### src/rtl/prog_loader.sv
// prog_loader: bit-serial program loader for the 2-bit CPU core.
// Shifts in INSTR_W-bit words MSB first and writes them to instruction memory
// addresses 0..DEPTH-1. The core is held in reset until a complete program is
// resident.
// Optional feature macro: PROG_LOADER_CHECKSUM_EN. When it is defined, a
// trailing INSTR_W-bit XOR checksum is checked after the last word.
module prog_loader #(
  parameter int INSTR_W = 2,
  parameter int DEPTH   = 4,
  parameter int ADDR_W  = 2
) (
  input  logic               clk,
  input  logic               reset_n,
  input  logic               start,
  input  logic               ser_valid,
  input  logic               ser_bit,
  output logic               ser_ready,
  output logic               imem_we,
  output logic [ADDR_W-1:0]  imem_addr,
  output logic [INSTR_W-1:0] imem_wdata,
  output logic               cpu_reset,
  output logic               load_done,
  output logic               load_err
);

  localparam int CNT_W = (INSTR_W > 1) ? $clog2(INSTR_W) : 1;
  localparam logic [CNT_W-1:0]  LAST_BIT  = CNT_W'(INSTR_W - 1);
  localparam logic [ADDR_W-1:0] LAST_ADDR = ADDR_W'(DEPTH - 1);

  typedef enum logic [2:0] {
    ST_IDLE  = 3'd0,
    ST_SHIFT = 3'd1,
    ST_WRITE = 3'd2,
    ST_DONE  = 3'd3
`ifdef PROG_LOADER_CHECKSUM_EN
    ,
    ST_CHECK = 3'd4,
    ST_ERROR = 3'd5
`endif
  } state_t;

  state_t              state_r, state_s;
  logic [INSTR_W-1:0]  shift_r, shift_s;
  logic [INSTR_W-1:0]  shifted_s;
  logic [CNT_W-1:0]    bitcnt_r, bitcnt_s;
  logic [ADDR_W-1:0]   addr_r, addr_s;
  logic [INSTR_W-1:0]  wdata_r, wdata_s;
  logic                accept_s;
  logic                ser_ready_r, imem_we_r, cpu_reset_r, load_done_r;

`ifdef PROG_LOADER_CHECKSUM_EN
  logic [INSTR_W-1:0]  csum_r, csum_s;
  logic                load_err_r;

  // Running checksum: each written word folds in by XOR.
  function automatic logic [INSTR_W-1:0] csum_fold(input logic [INSTR_W-1:0] acc,
                                                    input logic [INSTR_W-1:0] word);
    csum_fold = acc ^ word;
  endfunction
`endif

  // A bit moves only when the loader advertised ready on this edge.
  assign accept_s  = ser_valid & ser_ready_r;
  assign shifted_s = {shift_r[INSTR_W-2:0], ser_bit};

  // Next-state and datapath decisions for the load sequence.
  always_comb begin
    state_s  = state_r;
    shift_s  = shift_r;
    bitcnt_s = bitcnt_r;
    addr_s   = addr_r;
    wdata_s  = wdata_r;
`ifdef PROG_LOADER_CHECKSUM_EN
    csum_s   = csum_r;
`endif
    case (state_r)
      ST_IDLE,
`ifdef PROG_LOADER_CHECKSUM_EN
      ST_ERROR,
`endif
      ST_DONE: begin
        if (start) begin
          state_s  = ST_SHIFT;
          addr_s   = '0;
          bitcnt_s = '0;
`ifdef PROG_LOADER_CHECKSUM_EN
          csum_s   = '0;
`endif
        end else begin
          state_s = state_r;
        end
      end
      ST_SHIFT: begin
        if (accept_s) begin
          shift_s = shifted_s;
          if (bitcnt_r == LAST_BIT) begin
            bitcnt_s = '0;
            wdata_s  = shifted_s;
            state_s  = ST_WRITE;
          end else begin
            bitcnt_s = bitcnt_r + 1'b1;
          end
        end else begin
          state_s = ST_SHIFT;
        end
      end
      ST_WRITE: begin
`ifdef PROG_LOADER_CHECKSUM_EN
        csum_s = csum_fold(csum_r, wdata_r);
`endif
        // The address saturates at the last entry; completion replaces wrap.
        if (addr_r == LAST_ADDR) begin
`ifdef PROG_LOADER_CHECKSUM_EN
          state_s = ST_CHECK;
`else
          state_s = ST_DONE;
`endif
        end else begin
          addr_s  = addr_r + 1'b1;
          state_s = ST_SHIFT;
        end
      end
`ifdef PROG_LOADER_CHECKSUM_EN
      ST_CHECK: begin
        if (accept_s) begin
          shift_s = shifted_s;
          if (bitcnt_r == LAST_BIT) begin
            bitcnt_s = '0;
            state_s  = (shifted_s == csum_r) ? ST_DONE : ST_ERROR;
          end else begin
            bitcnt_s = bitcnt_r + 1'b1;
          end
        end else begin
          state_s = ST_CHECK;
        end
      end
`endif
      default: begin
        state_s = ST_IDLE;
      end
    endcase
  end

  // State and datapath registers.
  always_ff @(posedge clk or negedge reset_n) begin
    if (!reset_n) begin
      state_r  <= ST_IDLE;
      shift_r  <= '0;
      bitcnt_r <= '0;
      addr_r   <= '0;
      wdata_r  <= '0;
`ifdef PROG_LOADER_CHECKSUM_EN
      csum_r   <= '0;
`endif
    end else begin
      state_r  <= state_s;
      shift_r  <= shift_s;
      bitcnt_r <= bitcnt_s;
      addr_r   <= addr_s;
      wdata_r  <= wdata_s;
`ifdef PROG_LOADER_CHECKSUM_EN
      csum_r   <= csum_s;
`endif
    end
  end

  // Output flags are registered from the next state so they switch on the same edge as the state.
  always_ff @(posedge clk or negedge reset_n) begin
    if (!reset_n) begin
      ser_ready_r <= 1'b0;
      imem_we_r   <= 1'b0;
      cpu_reset_r <= 1'b1;
      load_done_r <= 1'b0;
`ifdef PROG_LOADER_CHECKSUM_EN
      load_err_r  <= 1'b0;
`endif
    end else begin
`ifdef PROG_LOADER_CHECKSUM_EN
      ser_ready_r <= (state_s == ST_SHIFT) || (state_s == ST_CHECK);
      load_err_r  <= (state_s == ST_ERROR);
`else
      ser_ready_r <= (state_s == ST_SHIFT);
`endif
      imem_we_r   <= (state_s == ST_WRITE);
      cpu_reset_r <= (state_s != ST_DONE);
      load_done_r <= (state_s == ST_DONE);
    end
  end

  assign ser_ready  = ser_ready_r;
  assign imem_we    = imem_we_r;
  assign imem_addr  = addr_r;
  assign imem_wdata = wdata_r;
  assign cpu_reset  = cpu_reset_r;
  assign load_done  = load_done_r;
`ifdef PROG_LOADER_CHECKSUM_EN
  assign load_err   = load_err_r;
`else
  assign load_err   = 1'b0;
`endif

endmodule

### config.mk
export PLATFORM = sky130hd
export DESIGN_NAME = prog_loader
export DESIGN_NICKNAME = d
export VERILOG_FILES = /design/src/rtl/prog_loader.sv
export SDC_FILE = /design/constraint.sdc
export NUM_CORES = 1
export LEC_CHECK = 0
export ABC_AREA = 1
export CORE_MARGIN = 8
export CORE_UTILIZATION = 45
export DETAILED_ROUTE_END_ITERATION = 8
export DONT_BUFFER_PORTS = 1
export HOLD_SLACK_MARGIN = 0.08
export PLACE_DENSITY = 0.6
export SLEW_MARGIN = 20
export SYNTH_ARGS = -nofsm -noshare
export SYNTH_HDL_FRONTEND = slang
export SYNTH_SLANG_ARGS = --single-unit
### constraint.sdc
create_clock -name clk -period 1.05 [get_ports clk]
set_input_delay 0.0525 -clock clk [delete_from_list [all_inputs] [get_ports clk]]
set_output_delay 0.0525 -clock clk [all_outputs]
set_load 0.02 [all_outputs]
==> key figures, run 1 <==
Routing
  – Number of vias per cell: 4.66
  – Number of nets still failing antenna checks after routing: 0
  – Overall routed net length: 1270 um
  – Avg WL per Cell: around 13 um
  – Routed vias: 461
  – DRC violation total after the first TritonRoute iteration: 8
  – Number of remaining DRC errors: 0
  – Total iterations of the first detailed-routing run: 4

Floorplanning
  – Rows: 13
  – Placeable core region: 1280 um2
  – Number of placed I/O pins: 14
  – Area of the die: 2820 um2
  – Starting density of the core: 0.481
  – Width of the chip: 53.1 um
  – Die height: 53.1 um

STA
  – Layout Skew: about 0.011 ns
  – Slew @ Worst Pin: approximately 0.56 ns
  – Post-route worst hold slack: about 0.11 ns
  – Final Hold Vio Count: 0
  – Final Cycle Share: 1.07
  – Shortest period the worst path allows: 1.13 ns
  – Count of pins over their slew limit: 0
  – Relative slew slack: 0.624
  – Endpoints failing setup: 8
  – Setup_tns: -0.401 ns
  – Achievable clock frequency: 0.888 GHz
  – Setup repair after global routing missed its margin: true
  – Least setup slack across all paths after layout: -0.0756 ns

Synth
  – Number of distinct library cell variants in the gate-level netlist after synthesis: 22
  – Most frequent cell after synthesis: sky130_fd_sc_hd__nand2_1
  – Top FF cell, synth: sky130_fd_sc_hd__dfrtp_1
  – Number of cells produced by synthesis: 72
  – Number of flops mapped to enable cells by yosys: 0
  – Synthesized area: 618 um2
  – Synthesis warning total: 0
  – Cell type with the largest total area after synthesis: sky130_fd_sc_hd__dfrtp_1
  – Share of the yosys chip area belonging to registers: 0.528
  – Cell types occupying the most area after synthesis: sky130_fd_sc_hd__dfrtp_1 (49%), sky130_fd_sc_hd__nand2_1 (9.7%), sky130_fd_sc_hd__nand3_1 (4.9%)
  – Async set-or-reset flop fraction in the synthesized netlist: 1.00
  – Commonest cells in the netlist: sky130_fd_sc_hd__nand2_1 (16), sky130_fd_sc_hd__dfrtp_1 (12), sky130_fd_sc_hd__inv_1 (8)
  – Synthesized flop and latch total: 13
  – Post-Synthesis Mean Instance Area: between 8 and 9 um2
  – Synth top area share: 0.486

Worst setup path
  – Largest stage delay on the critical path: about 0.47 ns
  – Slowest library cell on the worst path: sky130_fd_sc_hd__dfrtp_2
  – Cells along the critical path: inv_2 > nand4_1 > o211ai_1 > nand2_1 > nand2_1
  – Library cell appearing most often on the critical path: sky130_fd_sc_hd__nand2_1
  – Arr. time, crit path: 1.34 ns
  – Critical Path Fanout Max: 4
  – Endpoint type of the worst setup path: register
  – Buffer and inverter count on the worst path: 1
  – Startpoint of the worst setup timing path: state_r[2]$_DFF_PN0_
  – Type of origin of the critical path: register
  – Type of the worst setup path: register to register
  – Startpoint of the worst-slack reg-to-reg timing path: state_r[2]$_DFF_PN0_
  – Top cell family by delay on the critical path: flip-flops
  – Endpoint required time on the critical path: 1.27 ns

GRT
  – Pin count of the biggest net entering global routing: 14
  – GRT met2 Usage: 0.162
  – GRT busiest layer: met2
  – Met3 routing resource usage after global routing: 0.0532
  – Overflow after GRT: 0
  – Vias in the first global route: 523
  – Met1 global-route usage: 0.124
  – Initial antenna violation count: 0
  – GR Util All Layers: 0.106
  – Global-route wire length before repair: 2210 um

Power
  – Power per cell area: 1380 nW/um2
  – Leakage power: 0.400 nW
  – Worst voltage drop across the vdd grid: 0.768 mV
  – Final total power: between 0.001 and 0.0015 W

Placement
  – Area after detailed placement: just under 700 um2
  – Final HPWL DP: 951 um
  – Placed cell count: 91
  – Gpl congestion: 0.848
  – Port buffer count: 0

Status
  – Run status: finished with violations
  – Failing checks: negative setup slack

Clocking
  – Clock latency of the later-clocked register in the worst-skew pair: roughly 0.27 ns
  – H-tree depth reported by CTS: 1
  – TritonCTS clock tree: yes
  – Number of buffers created by CTS: 3
  – # clock sinks: 13
  – Max Root-Sink Buffers: 2
  – Clock slew seen by the registers of the worst setup and hold paths: 0.09 ns
  – Clk Tree Root Cell: sky130_fd_sc_hd__clkbuf_4

Finish
  – Number of cells in the finished layout apart from fillers: 99
  – Synthesis-to-layout area growth: 27.1%
  – Final Cell Area: 786 um2
  – Diodes inserted: 0
  – Fill cell total of the finished layout: 112
  – Number of nets in the layout: 91
  – Fraction of final layout cells with drive strength greater than 1: 0.381

Hold path
  – Hold Startpoint: start
  – Worst Hold Class: input pin to register

Run
  – Number of violations of the max-capacitance limit: 0
[where the power goes]
part	internal, W	total, W	switching, W
Sequential	0.000546	0.000603	0.0000568
Combinational	0.0000645	0.000170	0.000105
Clock	0.000147	0.000309	0.000162
Total	0.000758	0.00108	0.000324
[metrics by stage]
step           utilization  worst slack, ns
2_1_floorplan            -          -0.0110
3_3_place_gp         0.528          -0.0613
3_5_place_dp         0.528          -0.0774
4_1_cts              0.599          -0.0819
5_1_grt              0.611           -0.160
6_report             0.611          -0.0756
[flip-flops by register name, summed over array words and instances, names as in the netlist]
signal      cells
bitcnt_r        1
cpu_reset       1
imem_addr       2
imem_wdata      2
imem_we         1
load_done       1
ser_ready       1
shift_r         1
state_r         3
[layer usage]
metal	routed length (um)	up-vias	part of all wire
li1	-	247	-
met1	584	205	0.46
met2	612	7	0.48
met3	70	2	0.055
met4	6	0	0.0047
met5	0	-	0
[final cells by class]
type | count | area, um2 | share of cell area
flip-flops and latches | 13 | 332 | 0.422
repair buffers | 8 | 67.6 | 0.0860
clock buffers | 4 | 26.3 | 0.0334
well taps | 15 | 18.8 | 0.0239
multi-input cells | 47 | 297 | 0.377
inverters | 12 | 45.0 | 0.0573
[final timing paths]
check                                      endpoint  slack, ns  cells after the start
setup / recovery           imem_addr[0]$_DFFE_PN0P_      -0.08                      5
hold / removal                 state_r[1]$_DFF_PN0_       0.11                      3
setup reg to reg           imem_addr[0]$_DFFE_PN0P_      -0.08                      5
hold reg to reg              shift_r[0]$_DFFE_PN0P_       0.53                      2
max in group asynchronous      state_r[0]$_DFF_PN0_       0.44                      1
min in group asynchronous      state_r[2]$_DFF_PN0_       0.20                      1
[timing repair]
action	in CTS	in global routing
buffers inserted	1	0
resized for setup	7	6
endpoints found under the setup margin	8	12
endpoints found under the hold margin	19	0
gates cloned	0	0
hold buffers	3	0
pin swaps	4	5
[worst reg2reg max path, delay by kind of cell, from the launching register on]
kind / cells / cell delay [ns]
buffers and inverters: 1 / 0.10
flip-flops: 1 / 0.47
AO/OA/AOI/OAI: 1 / 0.16
AND/OR/NAND/NOR: 3 / 0.35
[cells in the final DEF (no fill, tap or decap), types with 3 or more instances in the layout]
cell type / n
sky130_fd_sc_hd__nand2_1: 13
sky130_fd_sc_hd__dfrtp_1: 8
sky130_fd_sc_hd__inv_1: 7
sky130_fd_sc_hd__nor2_1: 6
sky130_fd_sc_hd__inv_2: 5
sky130_fd_sc_hd__nand3_1: 5
sky130_fd_sc_hd__buf_4: 5
sky130_fd_sc_hd__nand2_2: 4
sky130_fd_sc_hd__dfrtp_2: 4
sky130_fd_sc_hd__clkbuf_4: 3
sky130_fd_sc_hd__dlygate4sd3_1: 3
[cells by family after synthesis]
| family | count (synthesis) | synth area share |
|---|---|---|
| simple gates | 38 | 0.302 |
| buf+inv | 13 | 0.0850 |
| flops | 13 | 0.528 |
| compound gates | 6 | 0.0587 |
| fa+ha+maj | 1 | 0.0202 |
| other cells | 1 | 0.00607 |
No activity file was read; power rests on OpenSTA's default activity.
==> run 2: changes to the inputs <==
--- a/config.mk
+++ b/config.mk
@@ -7,11 +7,12 @@
 export LEC_CHECK = 0
 export ABC_AREA = 1
 export CORE_MARGIN = 8
-export CORE_UTILIZATION = 45
+export CORE_UTILIZATION = 42
 export DETAILED_ROUTE_END_ITERATION = 8
 export DONT_BUFFER_PORTS = 1
 export HOLD_SLACK_MARGIN = 0.08
-export PLACE_DENSITY = 0.6
+export MAX_ROUTING_LAYER = met4
+export PLACE_DENSITY = 0.57
 export SLEW_MARGIN = 20
 export SYNTH_ARGS = -nofsm -noshare
 export SYNTH_HDL_FRONTEND = slang
==> run 2 against run 1 <==
Effect of this change: the flow still finishes with violations (negative setup slack); setup slack improved by 0.0078 ns; sequential power hardly changed; routed wire length down 12%; sequential cell count did not move; maximum frequency increased by 0.70%; global-route usage is 0.78 points lower; register-to-register slack hardly changed; hold slack got worse by 0.014 ns; core utilization fell by 7.7 points; design area fell by 2.2%; non-clock buffer count is the same; highest routed layer unchanged.
==> key figures, run 2 (synthesis gave the netlist of run 1 again) <==
Placement
  – Final HPWL DP: 930 um (-2.2%)
  – Gpl congestion: 0.813 (-4.1%)
  – Area after detailed placement: 687 um2 (+1.3%)
  – Placed cell count: 93 (+2.2%)
  – Port buffer count: 0 (unchanged)

Worst setup path
  – Type of the worst setup path: register to register
  – Endpoint required time on the critical path: 1.26 ns (about the same)
  – Internal reg-to-reg setup slack: -0.07 ns (about the same)
  – Endpoint type of the worst setup path: register
  – FF-to-FF End: load_done$_DFF_PN0_
  – Arr. time, crit path: 1.33 ns (about the same)
  – Critical Path Fanout Max: 5 (+1)
  – Type of origin of the critical path: register
  – Startpoint of the worst-slack reg-to-reg timing path: state_r[1]$_DFF_PN0_
  – Worst r2r path cells: 7 (+2)

Clocking
  – Number of buffers created by CTS: 3 (unchanged)
  – Clock slew seen by the registers of the worst setup and hold paths: 0.07 ns (-0.02 ns)
  – Clk Tree Root Cell: sky130_fd_sc_hd__clkbuf_4
  – # clock sinks: 13 (unchanged)
  – TritonCTS clock tree: yes
  – Max Root-Sink Buffers: 2 (unchanged)
  – Clock latency of the later-clocked register in the worst-skew pair: 0.26 ns (about the same)
  – H-tree depth reported by CTS: 1 (unchanged)

Power
  – Power per cell area: 1360 nW/um2 (-0.93%)
  – Final total power: 0.00105 W (-3.1%)
  – Worst voltage drop across the vdd grid: 0.976 mV (+27%)
  – Leakage power: 0.383 nW (-4.2%)

GRT
  – Initial antenna violation count: 0 (unchanged)
  – Overflow after GRT: 0 (unchanged)
  – GR Util All Layers: 0.0986 (-0.00776)
  – Global-route wire length before repair: 2030 um (-8.4%)
  – Pin count of the biggest net entering global routing: 14 (unchanged)
  – Vias in the first global route: 485 (-7.3%)

STA
  – Setup repair after global routing missed its margin: true
  – Layout Skew: 0.00157 ns (-0.00961 ns)
  – Relative slew slack: 0.639 (+0.0155)
  – Endpoints failing setup: 8 (unchanged)
  – Slew @ Worst Pin: 0.540 ns (-0.0232 ns)
  – Shortest period the worst path allows: 1.12 ns (-0.00784 ns)
  – Count of pins over their slew limit: 0 (unchanged)
  – Achievable clock frequency: 0.895 GHz (+0.70%)
  – Final Hold Vio Count: 0 (unchanged)
  – Final Cycle Share: 1.06 (-0.00747)
  – Least setup slack across all paths after layout: -0.0678 ns (+0.00784 ns)

Finish
  – Final Cell Area: 768 um2 (-2.2%)
  – Register ranked first by flip-flop count: state_r
  – Number of cells in the finished layout apart from fillers: 100 (+1.0%)
  – Fill cell total of the finished layout: 148 (+32%)
  – Final design utilization: 0.535 (-0.0766)
  – Max FFs per register: 3 (unchanged)
  – Diodes inserted: 0 (unchanged)
  – Highest-count cells in the layout ignoring fill and taps: sky130_fd_sc_hd__nand2_1 (12), sky130_fd_sc_hd__dfrtp_1 (8), sky130_fd_sc_hd__inv_1 (7), sky130_fd_sc_hd__nand2_2 (6)
  – Number of nets in the layout: 91 (unchanged)
  – Fraction of final layout cells with drive strength greater than 1: 0.381 (unchanged)
  – Synthesis-to-layout area growth: 24.3%
  – Most common cell after layout, fill and taps aside: sky130_fd_sc_hd__nand2_1

Routing
  – Number of vias per cell: 4.67 (+0.29%)
  – Number of remaining DRC errors: 0 (unchanged)
  – Overall routed net length: 1130 um (-12%)
  – Avg WL per Cell: 11.3 um (-13%)
  – Routed vias: 467 (+1.3%)
  – Total iterations of the first detailed-routing run: 4 (unchanged)
  – DRC violation total after the first TritonRoute iteration: 10 (+2)
  – Routed length on met1: 494 um (-15%)
  – Number of nets still failing antenna checks after routing: 0 (unchanged)
  – Met2 wirelength from detailed routing: 524 um (-14%)
  – Top routing layer used: met4
  – Routed length on met3: 97 um (+39%)

Hold path
  – Hold Startpoint: ser_valid
  – Worst Hold Class: input pin to register
  – Sink of the worst hold path: shift_r[0]$_DFFE_PN0P_
  – Number of instances on the worst hold path: 4 (+1)

Floorplanning
  – Starting density of the core: 0.430 (-0.0507)
  – Number of placed I/O pins: 14 (unchanged)
  – Placeable core region: 1440 um2 (+12%)
  – Area of the die: 2960 um2 (+5.0%)
  – Rows: 14 (+1)
  – Width of the chip: 54.4 um (+2.5%)
  – Die height: 54.4 um (+2.5%)

Status
  – Run status: finished with violations
  – Failing checks: negative setup slack

Run
  – Number of violations of the max-capacitance limit: 0 (unchanged)
-- run 2: cell count changes in the layout (fill, tap and decap cells not counted) --
cell                       delta
sky130_fd_sc_hd__clkinv_1     +1
sky130_fd_sc_hd__inv_2        -1
sky130_fd_sc_hd__nand2_1      -1
sky130_fd_sc_hd__nand2_2      +2
sky130_fd_sc_hd__nand2_4      -1
sky130_fd_sc_hd__nand3_2      +2
sky130_fd_sc_hd__nand3_4      -2
sky130_fd_sc_hd__nor2_1       -1
sky130_fd_sc_hd__nor2_2       +1
sky130_fd_sc_hd__o21ai_1      +1
sky130_fd_sc_hd__o21ai_2      -1
-- run 2: worst max path at each step --
stage                         startpoint                       end  slack [ns]
global placement    state_r[2]$_DFF_PN0_  imem_addr[1]$_DFFE_PN0P_       -0.06
global route        state_r[1]$_DFF_PN0_       load_done$_DFF_PN0_       -0.19
floorplan           state_r[1]$_DFF_PN0_      bitcnt_r$_DFFE_PN0P_       -0.01
finish              state_r[1]$_DFF_PN0_       load_done$_DFF_PN0_       -0.07
detailed placement  state_r[1]$_DFF_PN0_      bitcnt_r$_DFFE_PN0P_       -0.05
CTS                 state_r[1]$_DFF_PN0_       load_done$_DFF_PN0_       -0.07
-- run 2: layout make-up --
class                      instances  area [um2]  area share
sequential                        13         332       0.432
clock buffer                       4        26.3      0.0342
timing repair buffer               8        67.6      0.0879
inverter                          12        45.0      0.0586
tap                               16        20.0      0.0261
multi-input combinational         47         278       0.362
-- run 2: critical path: stages (launching register included) --
cell	delay, ns
sky130_fd_sc_hd__dfrtp_1	0.40
sky130_fd_sc_hd__inv_2	0.10
sky130_fd_sc_hd__nand2_4	0.07
sky130_fd_sc_hd__nor2_4	0.13
sky130_fd_sc_hd__nand3_2	0.13
sky130_fd_sc_hd__nand3_2	0.12
sky130_fd_sc_hd__nand2_2	0.07
sky130_fd_sc_hd__inv_2	0.04
-- run 2: per-layer routing --
metal | GRT usage | up-vias
li1 | - | 248
met1 | 0.119 | 203
met2 | 0.139 | 14
met3 | 0.0625 | 2
met4 | 0.0123 | 0
met5 | - | -
-- run 2: where the power goes --
part	total (W)	internal [W]	switching [W]
Sequential	0.000601	0.000547	0.0000545
Clock	0.000281	0.000147	0.000134
Combinational	0.000166	0.0000643	0.000102
Total	0.00105	0.000758	0.000290
-- run 2: stage by stage --
stage               setup WS (ns)  hold WS (ns)  TNS [ns]
floorplan                 -0.0110        -0.243   -0.0110
global placement          -0.0558        -0.243    -0.224
detailed placement        -0.0543        -0.243    -0.197
CTS                       -0.0653        0.0803    -0.311
global route               -0.187         0.121     -1.55
finish                    -0.0678        0.0954    -0.369
-- run 2: timing repair --
item                       CTS  global route
hold buffers                 3             0
setup endpoints to repair    8            12
pin swaps                    1             2
setup buffers                0             0
hold endpoints to repair    20             0
resized for setup            5             5
